===== config.mk =====
export PLATFORM = sky130hd
export DESIGN_NAME = rsa_job_ctrl
export DESIGN_NICKNAME = d
export VERILOG_FILES = /design/src/rtl/rsa_pkg.sv /design/src/rtl/rsa_in_fifo.sv /design/src/rtl/rsa_job_ctrl.sv
export SDC_FILE = /design/constraint.sdc
export NUM_CORES = 1
export LEC_CHECK = 0
export CORE_ASPECT_RATIO = 1.1
export CORE_MARGIN = 1.5
export CORE_UTILIZATION = 49
export DETAILED_ROUTE_END_ITERATION = 16
export PLACE_DENSITY = 0.76
export SETUP_SLACK_MARGIN = 0.3
export SLEW_MARGIN = 10
export SYNTH_ARGS = -nofsm -noshare
export SYNTH_HDL_FRONTEND = slang
export SYNTH_HIERARCHICAL = 1
export SYNTH_SLANG_ARGS = --single-unit
export TNS_END_PERCENT = 50

===== constraint.sdc =====
create_clock -name clk -period 3.1 [get_ports clk]
set_clock_uncertainty 0.1 [all_clocks]
set_input_delay 0.93 -clock clk [delete_from_list [all_inputs] [get_ports clk]]
set_output_delay 0.93 -clock clk [all_outputs]
set_load 0.01 [all_outputs]

===== src/rtl/rsa_pkg.sv =====
// Shared types and helpers for the RSA job sequencer.
// Holds the datapath width, the FSM states and the timeout-limit helper.
package rsa_pkg;

    localparam int W = 6;

    typedef enum logic [1:0] {
        IDLE,
        LOAD,
        RUN,
        OUT
    } state_t;

    // 2*key + margin at W+2 bits, wide enough that it never overflows
    function automatic logic [W+1:0] to_limit(
        input logic [W-1:0] key,
        input int           margin
    );
        return {1'b0, key, 1'b0} + (W+2)'(margin);
    endfunction

endpackage


===== src/rtl/rsa_in_fifo.sv =====
// Small synchronous FIFO that buffers input words ahead of the job FSM.
// Pointers wrap modulo DEPTH; a separate count tracks occupancy.
module rsa_in_fifo #(
    parameter int DW    = 6,
    parameter int DEPTH = 4,
    parameter int AW    = $clog2(DEPTH)
) (
    input  logic          clk,
    input  logic          reset,
    input  logic          push,
    input  logic          pop,
    input  logic [DW-1:0] din,
    output logic [DW-1:0] dout,
    output logic          full,
    output logic          empty,
    output logic [AW:0]   count
);

    logic [DW-1:0] mem [DEPTH];
    logic [AW-1:0] wr_ptr;
    logic [AW-1:0] rd_ptr;
    logic          do_push;
    logic          do_pop;

    assign full    = (count == (AW+1)'(DEPTH));
    assign empty   = (count == '0);
    assign do_push = push && !full;
    assign do_pop  = pop && !empty;
    assign dout    = mem[rd_ptr];

    always_ff @(posedge clk) begin
        if (do_push) begin
            mem[wr_ptr] <= din;
        end
    end

    always_ff @(posedge clk or negedge reset) begin
        if (!reset) begin
            wr_ptr <= '0;
            rd_ptr <= '0;
            count  <= '0;
        end else begin
            if (do_push) begin
                wr_ptr <= wr_ptr + 1'b1;
            end
            if (do_pop) begin
                rd_ptr <= rd_ptr + 1'b1;
            end
            unique case ({do_push, do_pop})
                2'b10:   count <= count + 1'b1;
                2'b01:   count <= count - 1'b1;
                default: count <= count;
            endcase
        end
    end

endmodule


===== src/rtl/rsa_job_ctrl.sv =====
// Job sequencer for the RSA exponentiation core: queues input words,
// runs one core job per word under a watchdog and returns the results.
module rsa_job_ctrl
    import rsa_pkg::*;
#(
    parameter int FIFO_DEPTH = 4,
    parameter int TO_MARGIN  = 16
) (
    input  logic         clk,
    input  logic         reset,
    input  logic         cfg_load,
    input  logic [W-1:0] cfg_key,
    input  logic [W-1:0] cfg_n,
    output logic         cfg_busy,
    output logic         cfg_err,
    input  logic         in_valid,
    input  logic [W-1:0] in_data,
    output logic         in_ready,
    output logic         out_valid,
    output logic [W-1:0] out_data,
    output logic         out_err,
    output logic         out_range,
    input  logic         out_ready,
    output logic         core_reset,
    output logic [W-1:0] core_data,
    output logic [W-1:0] core_key,
    output logic [W-1:0] core_n,
    input  logic [W-1:0] core_result,
    input  logic         core_done
);

    localparam int AW = $clog2(FIFO_DEPTH);

    state_t         state;
    logic [W-1:0]   key_q;
    logic [W-1:0]   n_q;
    logic           range_q;
    logic [W+1:0]   wd;
    logic [W+1:0]   wd_inc;
    logic [W+1:0]   limit;
    logic           done_ok;
    logic           timeout;
    logic           cfg_accept;
    logic           push;
    logic           pop;
    logic [W-1:0]   fifo_dout;
    logic           fifo_full;
    logic           fifo_empty;
    logic [AW:0]    fifo_count;

    assign in_ready = (fifo_count < (AW+1)'(FIFO_DEPTH));
    assign push     = in_valid && !fifo_full;
    assign pop      = (state == IDLE) && !fifo_empty && !cfg_err;

    // Words stalled behind a bad config never use it, so it may be reloaded
    assign cfg_busy   = (state != IDLE) || (!fifo_empty && !cfg_err);
    assign cfg_accept = cfg_load && !cfg_busy;

    assign wd_inc  = (&wd) ? wd : wd + 1'b1;
    assign limit   = to_limit(core_key, TO_MARGIN);
    assign done_ok = core_done && (wd != '0);
    assign timeout = (wd_inc >= limit);

    rsa_in_fifo #(
        .DW    (W),
        .DEPTH (FIFO_DEPTH),
        .AW    (AW)
    ) u_fifo (
        .clk   (clk),
        .reset (reset),
        .push  (push),
        .pop   (pop),
        .din   (in_data),
        .dout  (fifo_dout),
        .full  (fifo_full),
        .empty (fifo_empty),
        .count (fifo_count)
    );

    always_ff @(posedge clk or negedge reset) begin
        if (!reset) begin
            key_q   <= '0;
            n_q     <= '0;
            cfg_err <= 1'b0;
        end else if (cfg_accept) begin
            key_q   <= cfg_key;
            n_q     <= cfg_n;
            cfg_err <= (cfg_n < W'(2));
        end
    end

    always_ff @(posedge clk or negedge reset) begin
        if (!reset) begin
            state      <= IDLE;
            core_reset <= 1'b1;
            core_data  <= '0;
            core_key   <= '0;
            core_n     <= '0;
            range_q    <= 1'b0;
            wd         <= '0;
            out_valid  <= 1'b0;
            out_data   <= '0;
            out_err    <= 1'b0;
            out_range  <= 1'b0;
        end else begin
            unique case (state)
                IDLE: begin
                    if (pop) begin
                        core_data <= fifo_dout;
                        core_key  <= key_q;
                        core_n    <= n_q;
                        state     <= LOAD;
                    end
                end
                LOAD: begin
                    range_q    <= (core_data >= core_n);
                    wd         <= '0;
                    core_reset <= 1'b0;
                    state      <= RUN;
                end
                RUN: begin
                    wd <= wd_inc;
                    // A late Done still beats a simultaneous timeout
                    if (done_ok) begin
                        out_data   <= core_result;
                        out_err    <= 1'b0;
                        out_range  <= range_q;
                        out_valid  <= 1'b1;
                        core_reset <= 1'b1;
                        state      <= OUT;
                    end else if (timeout) begin
                        out_data   <= '0;
                        out_err    <= 1'b1;
                        out_range  <= range_q;
                        out_valid  <= 1'b1;
                        core_reset <= 1'b1;
                        state      <= OUT;
                    end
                end
                OUT: begin
                    if (out_ready) begin
                        out_valid <= 1'b0;
                        state     <= IDLE;
                    end
                end
                default: begin
                    state <= IDLE;
                end
            endcase
        end
    end

endmodule


### After elaboration in Yosys (flattened, before gate mapping)

Memory sizes are Yosys's and may differ from the RTL's. A register that Yosys moved wholly into a read port is not among the register bits.
Index checks and enable logic that the tools add are counted.

| operators by class | value |
|---|---|
| add/subtract/negate cells | 6 |
| multiply operators | 0 |
| divide/modulo/power cells | 0 |
| magnitude comparators | 4 |
| equal/unequal tests | 9 |
| shift-type cells | 0 |
| multiplexer cells | 20 |
| bitwise operators | 0 |
| reduce and logical (&&, ||, !) cells | 28 |

Operators with widths:

| kind | number |
|---|---|
| $pmux W8 S2 | 1 |
| $mux W6 | 2 |
| $reduce_bool A2 Y1 | 5 |
| $add A7 B5 Y8 const B | 1 |
| $add A8 B1 Y8 const B | 1 |
| $ge A8 B8 Y1 | 1 |
| $logic_and A1 B1 Y1 | 8 |
| $mux W1 | 8 |
| $mux W2 | 4 |
| $mux W8 | 1 |
| $pmux W2 S4 | 1 |
| $reduce_and A8 Y1 | 1 |
| $reduce_bool A8 Y1 | 1 |
| $eq A2 B2 Y1 const B | 3 |
| $ge A6 B6 Y1 | 1 |
| $lt A6 B2 Y1 const B | 1 |
| $pmux W3 S2 | 1 |
| $reduce_and A2 Y1 | 3 |
| $reduce_and A3 Y1 | 2 |
| $logic_not A1 Y1 | 5 |
| $add A2 B1 Y2 const B | 2 |
| $eq A2 B1 Y1 const B | 2 |
| $pmux W1 S2 | 2 |
| $add A3 B1 Y3 const B | 1 |
| 9 further kinds | 9 |

| storage, ports and cells | value |
|---|---|
| bits in registers | 53 |
| bits in latches | 0 |
| RAM bits | 24 |
| ROM bits | 0 |
| input port bits | 30 |
| word-level logic and storage cells | 84 |
| memories | 1 |

Memory list:

| name | words | width | read ports | clocked after memory_dff | write ports | RTL line | text |
|---|---|---|---|---|---|---|---|
| u_fifo.mem | 4 | 6 | 1 | 1 | 1 | rsa_in_fifo.sv:19 | `logic [DW-1:0] mem [DEPTH];` |

### Longest topological paths before layout

Gate-level depths: netlist of run 1.

| logic depth | value |
|---|---|
| depth in word-level cells | 7 |
| mapped depth | 13 |

### Modules after synthesis

Netlist of run 1, hierarchy kept.

Modules (own cells, without submodules):

| module | times used | cells each | area an instance (um^2) | sequential area each (um^2) |
|---|---|---|---|---|
| rsa_job_ctrl | 1 | 249 | 2677.6 | 1302.5 |
| rsa_in_fifo | 1 | 69 | 1306.3 | 895.9 |

### Least setup slack after synthesis of run 1

OpenSTA, ideal clock, no wires.

| timing path | value |
|---|---|
| path kind | reg-to-reg |
| start | register wd[0] |
| end | register out_range |
| library setup time | 0.125 ns |
| arrival | 3.039 ns |
| required time | 2.875 ns |
| path slack | -0.163 ns |
| stages on the path, launching flop included | 13 |
| period minus slack after synthesis | 3.263 ns |
| cell sequence | dfrtp_1 -> ha_1 -> and3_1 -> buf_4 -> nand2_1 -> nand2_1 -> ha_1 -> a211oi_1 -> nor2_1 -> or4_1 -> buf_2 -> o21ai_2 -> mux2_2 |

| between the ends | value |
|---|---|
| cells in the longest elaborated chain, start to end | 5 |

Ends and longest elaborated chain:

| element | RTL line | text |
|---|---|---|
| start: declaration | rsa_job_ctrl.sv:38 | `logic [W+1:0] wd;` |
| start signal: assignment | rsa_job_ctrl.sv:122 | `wd <= wd_inc;` |
| $add A8 B1 Y8 or $reduce_and A8 Y1 (tied branches) | rsa_job_ctrl.sv:59 | `assign wd_inc = (&wd) ? wd : wd + 1'b1;` |
| $mux W8 | rsa_job_ctrl.sv:59 |  |
| $ge A8 B8 Y1 | rsa_job_ctrl.sv:62 | `assign timeout = (wd_inc >= limit);` |
| $reduce_bool A2 Y1 (no source line) | n/a |  |
| $reduce_and A2 Y1 (no source line) | n/a |  |
| end signal: assignment | rsa_job_ctrl.sv:127 | `out_range <= range_q;` |
| end signal: assignment | rsa_job_ctrl.sv:134 | `out_range <= range_q;` |
| end: declaration | rsa_job_ctrl.sv:22 | `output logic out_range,` |

Several ways; a longest one is shown, not always the timed one.
A chain may end at the register's enable or synchronous reset.

### Worst setup path in the final report of run 1

| timing path | value |
|---|---|
| start | register wd[1] |
| end | register state[1] |

| between the ends | value |
|---|---|
| cells in the longest elaborated chain, start to end | 5 |

Ends and longest elaborated chain:

| element | RTL line | text |
|---|---|---|
| $add A8 B1 Y8 or $reduce_and A8 Y1 (tied branches) | rsa_job_ctrl.sv:59 |  |
| $mux W8 | rsa_job_ctrl.sv:59 |  |
| $ge A8 B8 Y1 | rsa_job_ctrl.sv:62 |  |
| $ne A3 B3 Y1 (no source line) | n/a |  |
| $reduce_and A3 Y1 (no source line) | n/a |  |
| end signal: assignment | rsa_job_ctrl.sv:94 | `state <= IDLE;` |
| end signal: assignment | rsa_job_ctrl.sv:112 | `state <= LOAD;` |
| end signal: assignment | rsa_job_ctrl.sv:119 | `state <= RUN;` |
| end: declaration | rsa_job_ctrl.sv:34 | `state_t state;` |

Several ways; a longest one is shown, not always the timed one.

==> run metrics, run 1 <==
clock-pin slew on the worst setup and hold paths=around 0.090 ns; CTS Buf Count=9; RSZ-0062 raised after global routing=yes; IO Count=61; Port Buffers=60; Seq/Total Area, Yosys=55.2%; final period utilization=96.1%; hold buffers post-CTS=0; critical path class=flip-flop to flip-flop; routed wire length=7840 µm; vias in the first global route=2,700; cell type with the largest total area after synthesis=dfrtp_1; area growth from synthesis to layout=28.5%; GR Overflow Total=0; die extent in y=between 90 and 100 µm; Arrival @ worst endpoint=3.16 ns; maximum vdd drop=0.450 mV; routed vias=2,663; largest net degree at the start of global routing=60; first-pass GRT wire length=12,800 µm; fill count=613; final cell area excluding filler cells=5120 µm²; cell count after synthesis=around 320; Initial Utilization=50.3%; die area=8680 µm²; Post-synth top cells=58 x dfrtp_1, 26 x mux2_2, 25 x ha_1, 25 x inv_1, 25 x nand2_1; ys flop type=dfrtp_1; ANT cells=0; core box area=7910 µm²; dpl cell area=4780 µm²; largest cells by area after synthesis=dfrtp_1 36%, edfxtp_1 18%, ha_1 7.9%, mux2_2 7.3%, mux4_2 3.4%; # setup viols final=0; post-synth cell types=54; clk_lat worst skew=0.37 ns; element type at the critical path start=flip-flop; vias per cell=5.32; Yosys top cell area share=36.4%; synth warn=6; drt wl/cell=15.7 µm; R2R Setup Slk=0.12 ns; outcome=finished, final reports clean; Post-synth EDFFs=24; max-slew violations=0; ANT nets after route=0; share of post-route cells with drive strength above 1=26.5%; area of the mapped netlist=3980 µm²; Yosys reg bits=83; maximum clock insertion buffer count=2; path category of the worst min-delay check=flip-flop to flip-flop; max frequency=~340 MHz; Post-Route Utilization=64.7%; # H-tree levels=3; Final GP Congestion=0.870; Final Hold Fails=0; CTS tree=yes; DR iter-0 viols=110; initial antenna violation count=0; min Tclk post-route=2.98 ns; pwr dens=927 nW/µm²; Mean Syn Cell Area=12.5 µm²; # clock sinks=83; worst-margin pin slew=0.746 ns; Crit. End Element=flip-flop; top-count cell post-synth=dfrtp_1; worst setup slack after layout=around 0.12 ns; # DRC=0; hpwl dp=5450 µm; required time worst endpoint=around 3.3 ns; Clock Tree Root=clkbuf_8; GRT Total Usage=19.6%; syn_nets=374; Layout Nets=between 400 and 500; asr flop ratio synth=71.1%; Lkg Pwr=roughly 2.1 nW; Die X=89.0 µm; Setup WS pre-CTS=-0.0241 ns; DR pass1 iterations=6; crit-path max FO=9; row count=34; max cap viols=0; Max-slew headroom=approximately 50%; Setup TNS Final=0 ns
## flip-flops by register name, summed over array words and instances (netlist names)
register	cells
u_fifo/mem	24
core_key	6
u_fifo/count	3
wd	8
out_range	1
out_valid	1
core_n	6
n_q	6
cfg_err	1
u_fifo/rd_ptr	2
out_err	1
key_q	6
range_q	1
out_data	6
core_data	6
core_reset	1
u_fifo/wr_ptr	2
state	2
## area by class of cell
type                            count  area (µm²)  share of cell area, %
Sequential cell                    83        2210                   43.1
Multi-Input combinational cell    196        1790                   35.0
Timing Repair Buffer               73         697                   13.6
Tap cell                          108         135                   2.64
Clock buffer                        9         124                   2.42
Inverter                           25        93.8                   1.83
Clock inverter                      7        75.1                   1.47
## layer usage
metal	part of all wire (%)	up-vias	GRT usage [%]	routed length, µm
met3	6.2	14	5.35	486
met5	0	-	0	0
met1	44	1276	26.0	3450
met4	2.0	0	7.57	159
li1	-	1287	-	-
met2	48	86	30.5	3750
## kinds of logic (layout without fill, tap and decap cells)
logic type                 Yosys count  count (layout)  synth area share, %
AOI/OAI and AO/OA                   58              58                 9.49
muxes                               34              34                 11.4
DFF                                 83              83                 55.2
adders and majority gates           26              26                 8.35
and+or+nand+nor                     68              68                 9.49
buffers and inverters               39             114                 3.93
xor gates and xnor gates            10              10                 2.20
## critical path, cell delays in order (launching register included)
cell      delay, ns
dfrtp_2        0.45
ha_4           0.19
and3_4         0.21
nand2_4        0.12
nand2_2        0.07
ha_4           0.22
a211oi_2       0.20
nor2_1         0.08
or4_4          0.55
or4_4          0.51
o211ai_1       0.20
## final timing paths
kind / startpoint / end / depth (start not counted)
max reg2reg: wd[1]$_DFFE_PN0P_ / state[1]$_DFFE_PN0P_ / 10
max in group asynchronous: reset / wd[3]$_DFFE_PN0P_ / 2
min: core_reset$_DFFE_PN1P_ / core_reset$_DFFE_PN1P_ / 2
max: wd[1]$_DFFE_PN0P_ / state[1]$_DFFE_PN0P_ / 10
min reg2reg: core_reset$_DFFE_PN1P_ / core_reset$_DFFE_PN1P_ / 2
min in group asynchronous: reset / wd[6]$_DFFE_PN0P_ / 2
## placed cells by master, fill, tap and decap left out, types with 4 or more instances in the layout
| cell type | n |
|---|---|
| a21oi_1 | 14 |
| a22o_1 | 7 |
| buf_4 | 12 |
| clkbuf_8 | 9 |
| clkdlybuf4s50_1 | 59 |
| dfrtp_1 | 52 |
| dfrtp_2 | 6 |
| edfxtp_1 | 24 |
| ha_1 | 21 |
| ha_4 | 4 |
| inv_1 | 25 |
| mux2_2 | 25 |
| mux4_2 | 6 |
| nand2_1 | 22 |
| nor2_1 | 5 |
| nor2b_1 | 4 |
| o21ai_0 | 16 |
| xnor2_1 | 6 |
| xor2_1 | 4 |
## stage by stage
step	power, mW	hold slack (ns)	cells
5_1_grt	5.11	0.414	501
6_report	4.75	0.381	501
4_1_cts	4.79	0.376	501
3_5_place_dp	3.93	0.362	478
2_1_floorplan	3.17	0.344	318
3_3_place_gp	3.85	0.357	478
## where the power goes
part           total, mW  switching, mW  internal [mW]  leakage [nW]
Sequential          1.84          0.297           1.54         0.950
Combinational       2.14          0.977           1.16          1.07
Clock              0.774          0.454          0.320        0.0990
Total               4.75           1.73           3.02          2.12
## timing repair
item | 4_1_cts | 5_1_grt
gates resized for setup | 10 | 12
endpoints found under the setup margin | 12 | 12
buffers inserted | 7 | 0
pin swaps | 13 | 6
No activity file was read; power rests on OpenSTA's default activity.
==> run 2: changes to the inputs <==
CORE_UTILIZATION = 30   (was 49)
GPL_ROUTABILITY_DRIVEN = 0   (was default)
PLACE_DENSITY = default   (was 0.76)
==> run 2 against run 1 <==
  * First-iteration DRC count fell by 21%
  * Total power rose by 7.4%
  * Sequential share of layout area fell by 1.3 points
  * Critical path type unchanged
  * Clock power rose by 50%
  * Via count fell by 1.1%
  * Count of clock-buffer cells in the layout did not move
  * Fmax fell by 0.29%
  * Critical path depth rose by 1
  * Register-to-register slack barely moved
  * Wire length rose by 7.7%
  * Global-route usage fell by 6.6 points
  * Combinational power fell by 2%
==> run metrics, run 2 (same netlist as run 1, synthesis figures left out) <==
outcome=finished, final reports clean; area growth from synthesis to layout=32.6%; combinational share of power=41.0%; worst-margin pin slew=roughly 0.76 ns; # H-tree levels=3; Layout Nets=441; DR iter-0 viols=87; max cap viols=0; largest net degree at the start of global routing=60; Max-slew headroom=49.0%; max-slew violations=0; hpwl dp=6020 µm; vias in the first global route=2,731; sequential share of power=36.3%; crit-path max cell delay=roughly 0.54 ns; Post-Route Utilization=between 40 and 50%; critical path class=flip-flop to flip-flop; reg-to-reg critical path startpoint=wd[1]$_DFFE_PN0P_; commonest non-fill, non-tap cell in the layout=clkdlybuf4s50_1; Critical Path Start=wd[1]$_DFFE_PN0P_; pwr dens=966 nW/µm²; min Tclk post-route=2.99 ns; commonest non-fill, non-tap cells in the layout=59 x clkdlybuf4s50_1, 52 x dfrtp_1, 25 x inv_1, 25 x mux2_2, 24 x edfxtp_1; Clock Tree Root=clkbuf_16; fill count=1,214; RSZ-0062 raised after global routing=yes; Lkg Pwr=2.14 nW; DR pass1 iterations=4; Die X=113 µm; # setup viols final=0; worst setup slack after layout=0.112 ns; CTS Buf Count=9; share of post-route cells with drive strength above 1=25.9%; final period utilization=96.4%; maximum clock insertion buffer count=2; element type at the critical path start=flip-flop; cell-internal power=3.39 mW; CTS tree=yes; Crit. End Element=flip-flop; # DRC=0; critical path's most frequent cell=ha_4; # clock sinks=83; die extent in y=124 µm; dpl cell area=4840 µm²; die area=14,000 µm²; maximum vdd drop=0.409 mV; clk_lat worst skew=between 0.3 and 0.4 ns; first-pass GRT wire length=between 10,000 and 15,000 µm; Setup WS pre-CTS=-0.0462 ns; Top Family by Delay on Critical Path=simple AND/OR/NAND/NOR gates; Arrival @ worst endpoint=around 3.1 ns; Initial Utilization=31.1%; Final Hold Fails=0; initial antenna violation count=0; Sw Share=33.6%; crit path cell chain=ha_4 -> nand3_1 -> nand2_1 -> mux2_4 -> ha_4 -> nand4_1 -> a21oi_1 -> or4_4 -> buf_4 -> o21ai_4 -> mux2_2; ANT nets after route=0; Biggest register=u_fifo/mem; clock-pin slew on the worst setup and hold paths=0.07 ns; GRT Total Usage=13.0%; IO Count=between 60 and 70; clock group share of total power=22.7%; GR Overflow Total=0; max FFs per register=24; drt wl/cell=around 15 µm; CP max-delay cell=or4_4; ANT cells=0; final cell area excluding filler cells=5280 µm²; worst hold start=n_q[4]$_DFFE_PN0P_; worst path bufs/invs=1; routed wire length=8440 µm; path category of the worst min-delay check=flip-flop to flip-flop; vias per cell=4.82; required time worst endpoint=3.23 ns; crit-path max FO=4; routed vias=between 2k and 3k; core box area=12,800 µm²; Port Buffers=60; max frequency=335 MHz; Sw Pwr=1.72 mW; row count=43; registers with the most flip-flops=u_fifo/mem (24), wd (8)
run 2: cell count changes in the layout (fill, tap and decap cells not counted), sizes merged:
| cell | before | now |
|---|---|---|
| buf | 14 | 11 |
| inv | 30 | 28 |
| bufinv | 0 | 2 |
run 2: cell type report:
type,count,area (µm²),share of cell area (%)
tap,157,196,3.72
clock buffer,9,225,4.26
multi-input combinational,196,1790,33.9
inverter,25,93.8,1.78
clock inverter,7,97.6,1.85
sequential,83,2210,41.8
timing repair buffer,70,674,12.8
run 2: worst reg2reg max path, cell delays in order, from the launching register on:
cell and delay, ns:
dfrtp_2 0.44, ha_4 0.17, nand3_1 0.15, nand2_1 0.07
mux2_4 0.29, ha_4 0.22, nand4_1 0.16, a21oi_1 0.06
or4_4 0.54, buf_4 0.17, o21ai_4 0.16, mux2_2 0.34
run 2: power by group through the flow:
stage,clock (mW),combinational [mW],sequential [mW]
detailed placement,0,2.08,1.88
CTS,1.19,2.11,1.86
global placement,0,2.04,1.86
floorplan,0,1.33,1.84
finish,1.16,2.09,1.85
global route,1.24,2.34,1.92
run 2: timing repair:
item	CTS	global route
hold buffers	0	0
endpoints found under the setup margin	12	12
gates resized for setup	7	15
pin swaps	11	3
gates cloned	0	0
buffers inserted	3	0
run 2: metal layers:
metal | vias up | global-route usage [%] | routed length (µm)
li1 | 1279 | - | -
met1 | 1288 | 15.8 | 3780
met2 | 52 | 22.1 | 4100
met3 | 16 | 3.16 | 352
met4 | 0 | 6.33 | 206
met5 | - | 0 | 0
run 2: stage by stage:
step	power [mW]	std cells	TNS [ns]	hold slack, ns
2_1_floorplan	3.17	318	0	0.344
3_3_place_gp	3.90	528	0	0.364
3_5_place_dp	3.96	528	-0.115	0.368
4_1_cts	5.16	547	0	0.381
5_1_grt	5.50	547	-0.100	0.393
6_report	5.10	547	0	0.376
run 2: final timing paths:
path,end,slack (ns),cells past startpoint
worst max register to register,out_range$_DFFE_PN0P_,0.11,11
worst max-delay path,out_range$_DFFE_PN0P_,0.11,11
min in group asynchronous,u_fifo/wr_ptr[0]$_DFFE_PN0P_,0.65,2
worst min register to register,core_n[4]$_DFFE_PN0P_,0.38,2
worst min-delay path,core_n[4]$_DFFE_PN0P_,0.38,2
max in group asynchronous,wd[4]$_DFFE_PN0P_,1.70,2
==> run 3: changes to the inputs <==
CORE_MARGIN = 5   (was 1.5)
==> run 3 against run 2 <==
  * Sequential share of layout area is 0.51 points lower
  * Register-to-register slack worse by 0.02 ns
  * Cell area is 1.2% higher
  * Fmax decreased by 0.51%
  * Core utilization fell by 0.44 points
  * Sequential cell count did not move
  * Largest cell class unchanged
  * Die area rose by 12%
  * Wire length increased by 2.9%
  * Cell count up 1.5%
  * Worst hold slack better by 0.0054 ns
  * Non-clock buffer count rose by 4
  * Critical endpoint unchanged
  * Critical path type unchanged
  * Count of clock-buffer cells in the layout did not move
==> run metrics, run 3 (same netlist as run 1, synthesis figures left out) <==
met3 usage=about 3.2%; final non-filler cell total=555; Worst Hold Path Cells=2; maximum clock insertion buffer count=2; routed wire length=8690 µm; drt wl/cell=approximately 16 µm; pwr dens=between 900 and 1000 nW/µm²; met2 GRT Util=20.4%; worst hold start=key_q[1]$_DFFE_PN0P_; Final Hold Fails=0; initial antenna violation count=0; Arrival @ worst endpoint=3.13 ns; element type at the critical path start=flip-flop; Port Buffers=60; Crit. End Element=flip-flop; die extent in y=131 µm; max cap viols=0; outcome=finished, final reports clean; critical path class=flip-flop to flip-flop; R2R cell count=11; path category of the worst min-delay check=flip-flop to flip-flop; final hold slack=around 0.38 ns; max-slew violations=0; maximum vdd drop=around 0.4 mV; largest net degree at the start of global routing=27; most used routing layer=met2; # setup viols final=0; reg-to-reg critical path startpoint=wd[0]$_DFFE_PN0P_; footprint of the multi-input gates=1790 µm²; DR pass1 iterations=4; Post-Route Utilization=40.8%; max frequency=approximately 330 MHz; vias per cell=4.76; area growth from synthesis to layout=34.2%; # H-tree levels=3; Lkg Pwr=2.21 nW; # DRC=0; row count=44; GR Util met1=14.3%; Storage cell area=2210 µm²; GR Overflow Total=0; routed vias=approximately 2.6k; Clock Tree Root=clkbuf_16; Layout Nets=between 400 and 500; IO Count=61; Initial Utilization=between 30% and 40%; RSZ-0062 raised after global routing=yes; R2R Setup Slk=0.1 ns; Biggest register=u_fifo/mem; CTS tree=yes; Max-slew headroom=60.9%; GRT Total Usage=11.7%; commonest non-fill, non-tap cells in the layout=58 x clkdlybuf4s50_1, 52 x dfrtp_1, 24 x mux2_2, 24 x edfxtp_1, 23 x inv_1; hpwl dp=6380 µm; registers with the most flip-flops=u_fifo/mem (24), wd (8); CTS Buf Count=9; ANT cells=0; hold buffers post-CTS=0; clk_lat worst skew=0.34 ns; core box area=13,100 µm²; worst-margin pin slew=just under 0.6 ns; first-pass GRT wire length=14,400 µm; crit-path max FO=5; share of post-route cells with drive strength above 1=27.2%; max FFs per register=24; ANT nets after route=0; die area=15,700 µm²; Hold EP=core_key[1]$_DFFE_PN0P_; vias in the first global route=2,803; required time worst endpoint=3.22 ns; placed cell count=534; final period utilization=96.9%; fill count=between 1k and 1.5k; min Tclk post-route=between 3 and 4 ns; dpl cell area=4880 µm²; commonest non-fill, non-tap cell in the layout=clkdlybuf4s50_1; final cell area excluding filler cells=5350 µm²; DR iter-0 viols=77; clock-pin slew on the worst setup and hold paths=0.06 ns; worst reg2reg endpoint=out_range$_DFFE_PN0P_; # clock sinks=83; Die X=120 µm
-- run 3: worst max-delay path by stage --
stage | cells past startpoint | slack (ns) | end | from
final | 11 | 0.1 | out_range$_DFFE_PN0P_ | wd[0]$_DFFE_PN0P_
after global routing | 12 | 0.008 | out_range$_DFFE_PN0P_ | wd[0]$_DFFE_PN0P_
after CTS | 4 | 0.07 | cfg_busy | u_fifo/count[0]$_DFFE_PN0P_
after detailed placement | 10 | -0.03 | state[1]$_DFFE_PN0P_ | wd[0]$_DFFE_PN0P_
after global placement | 11 | 0.04 | out_range$_DFFE_PN0P_ | wd[1]$_DFFE_PN0P_
after floorplan | 12 | 0.07 | state[1]$_DFFE_PN0P_ | wd[0]$_DFFE_PN0P_
-- run 3: where the power goes --
part	internal [mW]	total, mW	switching (mW)
Combinational	1.17	2.14	0.968
Clock	0.720	1.19	0.471
Sequential	1.55	1.87	0.328
-- run 3: per-stage QoR --
step           setup WS (ns)  power, mW  setup TNS, ns
2_1_floorplan         0.0659       3.17              0
3_3_place_gp          0.0387       3.91              0
3_5_place_dp         -0.0263       3.97        -0.0523
4_1_cts               0.0658       5.23              0
5_1_grt              0.00784       5.59              0
6_report              0.0965       5.20              0
-- run 3: what timing repair did --
item / 4_1_cts / 5_1_grt
setup buffers: 3 / 2
pin swaps: 7 / 5
resized for setup: 8 / 20
endpoints found under the setup margin: 12 / 13
-- run 3: final cells by class --
class,count,area share (%)
Tap cell,161,3.77
Timing Repair Buffer,74,13.5
Clock buffer,9,4.21
Multi-Input combinational cell,196,33.4
Clock inverter,7,2.08
Sequential cell,83,41.3
Inverter,25,1.76
-- run 3: worst max-delay path, cell delays in order (launching register included) --
cell and delay, ns:
dfrtp_2 0.42, and3_4 0.23, nand2_4 0.06, nor2_4 0.09, mux2_4 0.33, ha_4 0.24
nand4_1 0.15, nor4_2 0.05, or4_4 0.57, buf_6 0.15, o21ai_4 0.17, mux2_4 0.31
-- run 3: per-layer routing --
| layer | part of all wire (%) | up-vias | routed length, µm |
|---|---|---|---|
| met4 | 1.3 | 0 | 110 |
| met5 | 0 | - | 0 |
| li1 | - | 1283 | - |
| met1 | 43 | 1304 | 3760 |
| met2 | 52 | 42 | 4490 |
| met3 | 3.8 | 11 | 327 |
